==> config.mk <==
export PLATFORM = sky130hd
export DESIGN_NAME = reg_scoreboard
export DESIGN_NICKNAME = d
export VERILOG_FILES = /design/src/rtl/maverickOne_pkg.sv /design/src/rtl/reg_scoreboard_lane.sv /design/src/rtl/reg_scoreboard.sv
export SDC_FILE = /design/constraint.sdc
export NUM_CORES = 1
export LEC_CHECK = 0
export BUFFER_PORTS_ARGS = -buffer_cell sky130_fd_sc_hd__buf_2
export CAP_MARGIN = 20
export CORE_MARGIN = 5
export CORE_UTILIZATION = 40
export DETAILED_ROUTE_END_ITERATION = 7
export SKIP_CTS_REPAIR_TIMING = 1
export SYNTH_ARGS = -nofsm -noshare
export SYNTH_HDL_FRONTEND = slang
export SYNTH_SLANG_ARGS = --single-unit
==> constraint.sdc <==
create_clock -name clk_i -period 9.1 [get_ports clk_i]
set_input_delay 0.455 -clock clk_i [delete_from_list [all_inputs] [get_ports clk_i]]
set_output_delay 0.455 -clock clk_i [all_outputs]
set_load 0.005 [all_outputs]
==> src/rtl/maverickOne_pkg.sv <==
// maverickOne_pkg: shared register-file sizing and scoreboard defaults
package maverickOne_pkg;
    localparam int NUM_REGS = 32;
    localparam int MEM_OUT_DEF = 4;
    typedef logic [$clog2(NUM_REGS)-1:0] reg_idx_t;
    typedef logic [NUM_REGS-1:0] reg_mask_t;
endpackage

==> src/rtl/reg_scoreboard_lane.sv <==
// reg_scoreboard_lane: grant check for one issue lane, chained oldest-first
module reg_scoreboard_lane
    import maverickOne_pkg::*;
#(
    parameter int NR = NUM_REGS,
    parameter int CW = 3,
    parameter bit FIRST = 1'b0
) (
    input  logic [NR-1:0]         eff_locks,
    input  logic [CW-1:0]         mem_avail,
    input  logic                  prev_grant,
    input  logic                  stall,
    input  logic                  idle,
    input  logic                  valid,
    input  logic                  blocking,
    input  logic                  mem_op,
    input  logic [$clog2(NR)-1:0] rd,
    input  logic [NR-1:0]         reg_req,
    output logic                  grant,
    output logic [NR-1:0]         eff_locks_nxt,
    output logic [CW-1:0]         mem_avail_nxt
);
    logic [NR-1:0] rd_mask;
    assign rd_mask = (rd == '0) ? '0 : NR'(1) << rd;
    assign grant = valid && prev_grant && !stall
                && ((reg_req & eff_locks & ~NR'(1)) == '0)
                && ((eff_locks & rd_mask) == '0)
                && (!mem_op || mem_avail != '0)
                && (!blocking || (FIRST && idle));
    assign eff_locks_nxt = eff_locks | (grant ? rd_mask : '0);
    assign mem_avail_nxt = mem_avail - CW'(grant && mem_op);
endmodule

==> src/rtl/reg_scoreboard.sv <==
// reg_scoreboard: multi-issue register lock scoreboard with memory credits and fence blocking
module reg_scoreboard
    import maverickOne_pkg::*;
#(
    parameter int NR = NUM_REGS,
    parameter int NI = 2,
    parameter int NW = 2,
    parameter int MEM_OUT = MEM_OUT_DEF,
    localparam int IW = $clog2(NR),
    localparam int CW = $clog2(MEM_OUT + 1)
) (
    input  logic                  clk_i,
    input  logic                  rst_i,
    input  logic                  flush_i,
    input  logic [NI-1:0]         pl_valid_i,
    input  logic [NI-1:0]         blocking_i,
    input  logic [NI-1:0][IW-1:0] rd_i,
    input  logic [NI-1:0][NR-1:0] reg_req_i,
    input  logic [NI-1:0]         mem_op_i,
    output logic [NI-1:0]         grant_o,
    input  logic [NW-1:0]         wb_valid_i,
    input  logic [NW-1:0][IW-1:0] wb_rd_i,
    input  logic                  mem_done_i,
    input  logic                  unblock_i,
    output logic [NR-1:0]         locks_o,
    output logic [CW-1:0]         mem_cnt_o,
    output logic                  mem_busy_o,
    output logic                  blocked_o
);
    logic [NR-1:0] locks_q, wb_mask, base;
    logic [CW-1:0] mem_cnt_q, mem_cnt_d, avail0;
    logic          block_q, stall, idle, dec, blk_grant;
    always_comb begin
        wb_mask = '0;
        for (int w = 0; w < NW; w++)
            if (wb_valid_i[w]) wb_mask[wb_rd_i[w]] = 1'b1;
    end
    assign base   = locks_q & ~wb_mask;
    assign stall  = flush_i || rst_i || block_q;
    assign idle   = (base == '0) && (mem_cnt_q == '0);
    assign avail0 = CW'(MEM_OUT) - mem_cnt_q;
    // each lane sees the locks and credits left over by the older lanes
    for (genvar g = 0; g < NI; g++) begin : lane_g
        logic [NR-1:0] eff_in, eff_out;
        logic [CW-1:0] avail_in, avail_out;
        logic          prev, grant;
        if (g == 0) begin : head
            assign eff_in   = base;
            assign avail_in = avail0;
            assign prev     = 1'b1;
        end else begin : tail
            assign eff_in   = lane_g[g-1].eff_out;
            assign avail_in = lane_g[g-1].avail_out;
            assign prev     = lane_g[g-1].grant;
        end
        reg_scoreboard_lane #(.NR(NR), .CW(CW), .FIRST(g == 0)) u_lane (
            .eff_locks     (eff_in),
            .mem_avail     (avail_in),
            .prev_grant    (prev),
            .stall         (stall),
            .idle          (idle),
            .valid         (pl_valid_i[g]),
            .blocking      (blocking_i[g]),
            .mem_op        (mem_op_i[g]),
            .rd            (rd_i[g]),
            .reg_req       (reg_req_i[g]),
            .grant         (grant),
            .eff_locks_nxt (eff_out),
            .mem_avail_nxt (avail_out)
        );
        assign grant_o[g] = grant;
    end
    assign dec       = mem_done_i && mem_cnt_q != '0;
    assign blk_grant = grant_o[0] && blocking_i[0];
    assign mem_cnt_d = mem_cnt_q + (avail0 - lane_g[NI-1].avail_out) - CW'(dec);
    always_ff @(posedge clk_i) begin
        if (rst_i) begin
            locks_q   <= '0;
            mem_cnt_q <= '0;
            block_q   <= 1'b0;
        end else begin
            locks_q   <= flush_i ? '0 : lane_g[NI-1].eff_out & ~NR'(1);
            mem_cnt_q <= mem_cnt_d;
            block_q   <= !flush_i && (blk_grant || (block_q && !unblock_i));
        end
    end
    assign locks_o    = block_q ? ~NR'(1) : locks_q;
    assign mem_cnt_o  = mem_cnt_q;
    assign mem_busy_o = mem_cnt_q == CW'(MEM_OUT);
    assign blocked_o  = block_q;
endmodule

==> results of run 1 <==
==> flip-flops by register name, indices dropped and copies added (netlist names) <==
register   count
blocked_o      1
locks_q       31
mem_cnt_o      3
==> stage by stage <==
| step | setup WS (ns) | total power, mW | std cells | utilization [%] | cell area, um^2 |
|---|---|---|---|---|---|
| after global placement | 2.06 | 0.454 | 920 | 47.6 | 5430 |
| final | 2.27 | 0.626 | 930 | 48.9 | 5590 |
| after floorplan | 3.71 | 0.362 | 678 | - | 4640 |
| after CTS | 2.44 | 0.619 | 930 | 48.9 | 5590 |
| after global routing | 1.85 | 0.664 | 930 | 48.9 | 5590 |
| after detailed placement | 2.16 | 0.457 | 922 | 47.7 | 5450 |
==> per-layer routing <==
layer  share of wire, %  up-vias
met5                  0        -
met4                4.7        0
met2                 43      518
met1                 39     3125
li1                   -     2849
met3                 13       78
==> worst max-delay path by stage <==
stage               slack (ns)  cells after the start            to       start
global route              1.85                     23  mem_cnt_o[2]  wb_rd_i[2]
finish                    2.27                     21  mem_cnt_o[1]  wb_rd_i[1]
detailed placement        2.16                     21  mem_cnt_o[1]  wb_rd_i[2]
global placement          2.06                     21  mem_cnt_o[1]  wb_rd_i[7]
CTS                       2.44                     21  mem_cnt_o[1]  wb_rd_i[2]
floorplan                 3.71                     21  mem_cnt_o[1]  wb_rd_i[7]
==> worst register-to-register path, delay by kind of cell, from the launching register on <==
| kind | cells | cell delay (ns) |
|---|---|---|
| flip-flops | 1 | 0.38 |
| AO/OA/AOI/OAI | 1 | 0.21 |
| AND/OR/NAND/NOR | 12 | 3.14 |
| buffers and inverters | 3 | 0.42 |
| adder cells (fa/ha/maj) | 6 | 1.75 |
==> kinds of logic after synthesis <==
| group | after synthesis | share of synthesized area [%] |
|---|---|---|
| multiplexers | 3 | 0.674 |
| adder cells (fa/ha/maj) | 9 | 2.91 |
| buffers and inverters | 83 | 7.09 |
| AO/OA/AOI/OAI | 236 | 35.9 |
| AND/OR/NAND/NOR | 303 | 36.8 |
| flip-flops | 35 | 15.1 |
| other | 1 | 0.0808 |
| XOR/XNOR | 8 | 1.51 |
==> power by group through the flow <==
stage,Sequential (mW),Combinational (mW),Clock [mW]
after floorplan,0.169,0.193,0
after global placement,0.171,0.283,0
after detailed placement,0.172,0.285,0
after CTS,0.169,0.286,0.164
after global routing,0.170,0.324,0.171
final,0.168,0.291,0.166
==> synthesized netlist by cell type, drive strengths merged, types with 8 or more instances <==
| cell type | number | area share (%) |
|---|---|---|
| nand4 | 19 | 2.7 |
| a21oi | 58 | 6.3 |
| nand2 | 50 | 4.0 |
| a221oi | 8 | 1.6 |
| or2 | 34 | 4.6 |
| nor2 | 50 | 4.0 |
| buf | 10 | 1.2 |
| o21ai | 38 | 4.1 |
| nor2b | 9 | 1.2 |
| nand2b | 9 | 1.2 |
| inv | 29 | 2.3 |
| o221ai | 33 | 6.6 |
| nand3 | 20 | 2.2 |
| o22ai | 33 | 4.4 |
| o221a | 14 | 3.4 |
| nor3 | 45 | 5.0 |
| a22oi | 8 | 1.3 |
| clkbuf | 44 | 3.6 |
| dfxtp | 35 | 15 |
| nor4 | 16 | 2.6 |
==> final cells by class <==
type / instances / area [um^2]
fill: 1203 / 5830
timing repair buffer: 155 / 833
clock inverter: 2 / 12.5
tap: 143 / 179
clock buffer: 6 / 129
multi-input combinational: 560 / 3620
inverter: 29 / 109
sequential: 35 / 701
==> impl_metrics.toml, run 1 <==
[global_route]
use_met1_pct = 48.9
antenna_found_initial = 0
grt.total_usage_pct = 35.9
busiest_layer = "met2"
use_met2_pct = 53.9
grt_use_met3_pct = 8.07
first_global_vias = 6242
grt.overflow.total = 0
grt_max_degree = 35
grt_pass1_wl_mm = 39.2

[routing]
post-route-drc-count = 0
wirelength_mm = 26.5
routed-via-count = 6570
first_pass_iters = 8
drt-wirelength-per-cell_um = 28.5
drtAntennaViolNets = 0
viasPerCell = 7.06
drt_iter0_drc = 1113

[yosys]
yosysWarnings = 0
syn_area_um2 = 4640
synth_edf_count = 0
ys.flop_type = "dfxtp_1"
yosysSeqAreaShare_pct = 15.1
postSynthCellCount = 678
ys_ff_latch = 35
synth_cell_type_count = 69
async_reset_ff_share_pct = 0
syn_avg_cell_area_um2 = 6.85
mappedNetlistNets = 784

[layout]
drive_above_1_share_pct = 28.3
area_delta_synth_final_pct = 20.3
final_cell_mix = "buf_2, a21oi_1, nand2_1, nor2_1, nor3_1"
mostFrequentLayoutCell = "buf_2"
fin_nets = 892
antenna_cells = 0

[sta]
rsz0062_at_grt = "no"
fin_crit_ns = 6.83
timing.hold.ws_ns = 0.414
tightest_slew_ns = 1.18
max_slew_margin_pct = 21.2
drv_slew = 0
period_share_pct = 75.1
hold_violations = 0
clock_skew_ns = 0.00516
tns_ns = 0
setup_viol = 0
max_freq_mhz = 146

[min_path]
min_to = "mem_cnt_o[2]"
min_from = "rst_i"
holdPathStages = 2
hold_class = "in -> reg"

[critical_path]
critPathMaxStageDelay_ns = 0.98
r2r_end = "mem_cnt_o[1]"
reg2reg_depth = 22
r2r_start = "mem_cnt_o[0]"
critPathKind = "in -> reg"
crit_path_top_delay_cell = "o221ai_1"
setup.worst_path.start_class = "input pin"
cp_top_family = "simple AND/OR/NAND/NOR gates"
reg2reg_slack_ns = 3.10
cp_max_fo = 17
endpoint_kind = "flip-flop"
arrival_ns = 7.01
worstPathRequired_ns = 9.27
critical_path_buf_inv_count = 2
worstPathCellList = "buf_2, nand4bb_1, o221ai_1, nor2_1, nor4_1, nand4b_1, nor3_2, and3_1, ha_1, ha_1, nand4_1, nand4_1, nor4_1, nand3_1, nor4_2, nand4_2, or3b_1, fa_1, inv_1, fa_1, nor2b_1"

[clock_tree]
cts_max_path_buffers = 2
cts_tree = "built"
cts_root_buf = "clkbuf_16"
cts.clk_slew.worst_paths_ns = 0.05
clock_sinks = 35
worstSkewPairLatency_ns = 0.28
htree_levels = 2
cts_inserted_buffers = 5

[placement]
gp_congestion = 1.14
io_buffers = 132
place_hpwl_mm = 20.2

[floorplan]
io_pins = 136
initial_utilization_pct = 40.7
rows = 39
die_w_um = 118
die_h_um = 118
die_area_um2 = 13900
coreArea_um2 = 11400

[job]
cap_viol_max_count = 0

[pwr]
seq_power_share_pct = 26.9
switching_share_pct = 39.8
net-switching-power_mw = 0.249
leakage_nw = 2.28
peakVddDrop_v = 0.000229
clockPowerShare_pct = 26.6
powerDensity_nw_per_um2 = 112
combinationalPowerShare_pct = 46.5
p_int_mw = 0.377

[status]
outcome = "finished, final reports clean"
(Power assumes the default switching activity.)
==> run 2: changes to the inputs <==
==> constraint.sdc (replaced) <==
create_clock -name clk_i -period 6.9 [get_ports clk_i]
set_input_delay 0.345 -clock clk_i [delete_from_list [all_inputs] [get_ports clk_i]]
set_output_delay 0.345 -clock clk_i [all_outputs]
set_load 0.005 [all_outputs]
==> run 2 against run 1 <==
Net effect: via count increased by 0.32%; power increased by 32%; utilization increased by 0.39 points; flip-flop and latch count unchanged; combinational power increased by 33%; worst setup slack got worse by 1.3 ns; first-iteration DRC count increased by 9.2%; sequential power increased by 33%; worst hold slack got worse by 0.10 ns; final area increased by 0.81%; count of clock-buffer cells in the layout unchanged.
==> impl_metrics.toml, run 2 (synthesis results as in run 1) <==
[job]
cap_viol_max_count = 0

[layout]
largest_reg_flops = 31
antenna_cells = 0
fillers = 1181
final_design_area_no_fill_um2 = 5630
fin_nets = 898
regMostFlops = "locks_q"
mostFrequentLayoutCell = "buf_2"
final_cell_mix = "buf_2, a21oi_1, nand2_1, nor2_1, nor3_1"
area_delta_synth_final_pct = 21.3
drive_above_1_share_pct = 28.9

[floorplan]
initial_utilization_pct = 40.7
coreArea_um2 = 11400
die_area_um2 = 13900
rows = 39
die_w_um = 118
io_pins = 136
die_h_um = 118

[global_route]
grt_max_degree = 35
grt.total_usage_pct = 35.5
grt.overflow.total = 0
first_global_vias = 6211
antenna_found_initial = 0
grt_pass1_wl_mm = 38.7

[sta]
tns_ns = 0
rsz0062_at_grt = "no"
drv_slew = 0
max_freq_mhz = 168
fin_crit_ns = 5.95
clock_skew_ns = 0.00672
max_slew_margin_pct = 26.3
hold_violations = 0
period_share_pct = 86.2
timing.hold.ws_ns = 0.310
tightest_slew_ns = 1.10
setup_viol = 0

[routing]
drt_iter0_drc = 1215
wl_met1_mm = 9.95
first_pass_iters = 6
wirelength_mm = 26.2
drtAntennaViolNets = 0
drt-wirelength-per-cell_um = 28.0
routed.top_layer = "met4"
post-route-drc-count = 0
viasPerCell = 7.04
wl_met2_mm = 11.0
met3_length_mm = 3.92
routed-via-count = 6591

[placement]
gp_congestion = 1.07
io_buffers = 132
place_area_um2 = 5490
place_hpwl_mm = 20.0

[critical_path]
critPathKind = "in -> reg"
endpoint_kind = "flip-flop"
cp_max_fo = 8
setup.worst_path.start_class = "input pin"
worstPathRequired_ns = 7.08
arrival_ns = 6.13

[status]
outcome = "finished, final reports clean"

[pwr]
powerDensity_nw_per_um2 = 147
peakVddDrop_v = 0.000233
leakage_nw = 2.30

[clock_tree]
cts_tree = "built"
cts_inserted_buffers = 5
cts.clk_slew.worst_paths_ns = 0.05
cts_root_buf = "clkbuf_16"
worstSkewPairLatency_ns = 0.28
htree_levels = 2
clock_sinks = 35
cts_max_path_buffers = 2

[min_path]
hold_class = "in -> reg"
-- run 2: power by group --
group / internal [mW] / switching [mW] / leakage, nW
clock: 0.133 / 0.0848 / 0.0669
combinational: 0.152 / 0.236 / 1.95
sequential: 0.212 / 0.0109 / 0.283
total: 0.497 / 0.331 / 2.30
-- run 2: layout make-up --
type,count,area [um^2],share of cell area (%)
multi-input combinational,560,3620,64.3
timing repair buffer,161,878,15.6
sequential,35,701,12.4
tap,143,179,3.18
clock buffer,6,129,2.29
inverter,29,109,1.93
clock inverter,2,12.5,0.222
-- run 2: stage by stage --
stage	utilization (%)	power (mW)	setup WS, ns	instances
6_report	49.3	0.828	0.950	936
3_3_place_gp	48.1	0.601	0.850	928
5_1_grt	49.3	0.874	0.688	936
3_5_place_dp	48.1	0.606	0.818	928
2_1_floorplan	-	0.477	1.62	678
4_1_cts	49.3	0.819	1.08	936
-- run 2: final timing paths --
path	start	cells past startpoint	slack, ns	to
worst min register to register	mem_cnt_o[2]	3	0.73	mem_cnt_o[2]
worst max-delay path	wb_rd_i[7]	22	0.95	mem_cnt_o[1]
worst max register to register	mem_cnt_o[0]	22	1.25	mem_cnt_o[1]
worst min-delay path	rst_i	2	0.31	mem_cnt_o[1]
-- run 2: critical path, stage by stage --
cell and delay (ns):
buf_2 0.14, or4b_1 0.68, o221ai_1 0.47, nand4_1 0.14, nor4_1 0.61, a21boi_2 0.17, nor4_4 0.19, and3_1 0.25
ha_1 0.18, ha_1 0.22, xor2_1 0.09, nand4_1 0.11, nand4_1 0.12, nor4_1 0.28, nand3_1 0.14, nor4_2 0.44
nand4_2 0.18, or3b_1 0.39, fa_1 0.37, inv_1 0.07, fa_1 0.39, nor2b_1 0.13
-- run 2: metal layers --
metal	GRT usage, %	vias up
met2	52.2	589
met1	47.6	3041
met4	14.7	0
met3	11.6	103
li1	-	2858
met5	0	-
==> run 3: changes to the inputs <==
--- a/config.mk
+++ b/config.mk
@@ -10,6 +10,7 @@
 export CORE_MARGIN = 5
 export CORE_UTILIZATION = 40
 export DETAILED_ROUTE_END_ITERATION = 7
+export PLACE_DENSITY = 0.66
 export SKIP_CTS_REPAIR_TIMING = 1
 export SYNTH_ARGS = -nofsm -noshare
 export SYNTH_HDL_FRONTEND = slang
==> run 3 against run 2 <==
Net effect: sequential power about the same; routed wire length rose by 0.69%; flip-flop and latch count stayed put; maximum frequency grew 1.5%; utilization up 0.36 points; clock power grew 9.6%; count of clock-buffer cells in the layout grew 1; sequential share of layout area shrank 0.091 points; final cell count is 0.32% higher; worst setup slack improved by 0.087 ns.
==> impl_metrics.toml, run 3 (synthesis results as in run 1) <==
[clock_tree]
cts_inserted_buffers = 5
cts.clk_slew.worst_paths_ns = 0.06
htree_levels = 2
worstSkewPairLatency_ns = 0.28
cts_tree = "built"
cts_max_path_buffers = 2
cts_root_buf = "clkbuf_16"
clock_sinks = 35

[sta]
setup_viol = 0
timing.hold.ws_ns = 0.303
tightest_slew_ns = 0.965
clock_skew_ns = 0.00377
worst_slack_ns = 1.04
rsz0062_at_grt = "no"
fin_crit_ns = 5.86
max_slew_margin_pct = 35.6
drv_slew = 0
max_freq_mhz = 171
period_share_pct = 85.0
hold_violations = 0
tns_ns = 0

[min_path]
min_from = "rst_i"
holdPathStages = 2
min_to = "mem_cnt_o[0]"
hold_class = "in -> reg"

[routing]
post-route-drc-count = 0
first_pass_iters = 6
drtAntennaViolNets = 0
routed-via-count = 6718
wirelength_mm = 26.4
viasPerCell = 7.15
drt_iter0_drc = 1132
drt-wirelength-per-cell_um = 28.1

[critical_path]
worstPathRequired_ns = 7.08
r2r_end = "mem_cnt_o[1]"
cp_max_fo = 8
setup.worst_path.start_class = "input pin"
arrival_ns = 6.04
reg2reg_depth = 21
reg2reg_slack_ns = 1.37
r2r_start = "mem_cnt_o[0]"
endpoint_kind = "flip-flop"
critPathKind = "in -> reg"

[pwr]
switching_share_pct = 39.0
powerDensity_nw_per_um2 = 150
total_power_mw = 0.849
net-switching-power_mw = 0.331
leakage_nw = 2.33
clockPowerShare_pct = 28.1
combinationalPowerShare_pct = 45.7
peakVddDrop_v = 0.000233
p_int_mw = 0.518
seq_power_share_pct = 26.2

[floorplan]
coreArea_um2 = 11400
initial_utilization_pct = 40.7
die_area_um2 = 13900
rows = 39
die_h_um = 118
die_w_um = 118
io_pins = 136

[job]
cap_viol_max_count = 0

[layout]
area_delta_synth_final_pct = 22.2
mostFrequentLayoutCell = "buf_2"
fillers = 1171
antenna_cells = 0
largest_reg_flops = 31
regMostFlops = "locks_q"
fin_cells = 939
finish.utilization_pct = 49.7
fin_nets = 901
final_design_area_no_fill_um2 = 5670
drive_above_1_share_pct = 29.3
final_cell_mix = "buf_2, a21oi_1, nand2_1, nor2_1, nor3_1"

[placement]
io_buffers = 132
gp_congestion = 1.12
dpl.cell_count = 931
pre_cts_ws_ns = 0.802
place_hpwl_mm = 20.2
place_area_um2 = 5510

[global_route]
antenna_found_initial = 0
grt.total_usage_pct = 35.6
grt_max_degree = 35
grt.overflow.total = 0
grt_pass1_wl_mm = 38.5
first_global_vias = 6137

[status]
outcome = "finished, final reports clean"
-- run 3: changes by cell type in the layout (fill, tap and decap cells not counted) --
cell,before,now
clkinv_2,1,0
clkbuf_8,0,2
buf_4,29,32
clkbuf_1,1,0
-- run 3: power by group through the flow --
stage / registers, mW / logic, mW / clock network, mW
2_1_floorplan: 0.223 / 0.254 / 0
3_3_place_gp: 0.226 / 0.375 / 0
3_5_place_dp: 0.226 / 0.382 / 0
4_1_cts: 0.222 / 0.383 / 0.240
5_1_grt: 0.223 / 0.426 / 0.248
6_report: 0.222 / 0.388 / 0.239
-- run 3: metal layers --
metal,vias to the layer above,part of all wire (%),track usage [%]
li1,2873,-,-
met1,3107,37,47.2
met2,605,41,52.0
met3,133,15,11.7
met4,0,6.5,16.3
met5,-,0,0
-- run 3: area by class of cell --
| class | instances | area (um^2) | area share (%) |
|---|---|---|---|
| clock buffers | 7 | 153 | 2.69 |
| clock inverters | 1 | 7.51 | 0.132 |
| inverters | 29 | 109 | 1.92 |
| multi-input cells | 560 | 3620 | 63.9 |
| flip-flops and latches | 35 | 701 | 12.4 |
| well taps | 143 | 179 | 3.15 |
| repair buffers | 164 | 901 | 15.9 |
-- run 3: worst max path at each step --
stage | from | end | cells after the start
after global placement | wb_rd_i[2] | mem_cnt_o[1] | 21
after CTS | wb_rd_i[2] | mem_cnt_o[1] | 21
after floorplan | wb_rd_i[7] | mem_cnt_o[1] | 21
after global routing | wb_rd_i[2] | mem_cnt_o[1] | 22
final | wb_rd_i[2] | mem_cnt_o[1] | 21
after detailed placement | wb_rd_i[2] | mem_cnt_o[1] | 21
-- run 3: critical path, stage by stage --
cell,delay [ns]
buf_2,0.14
or4b_1,0.64
o221ai_2,0.52
nor2_1,0.11
a2111oi_0,0.38
nand4b_1,0.26
nor3_2,0.36
and3_1,0.27
ha_1,0.17
ha_1,0.25
nand4_1,0.13
nand4_1,0.12
nor4_1,0.26
nand3_1,0.12
nor4_2,0.41
nand4_2,0.18
or3b_1,0.40
fa_1,0.37
inv_1,0.08
fa_1,0.39
nor2b_1,0.13
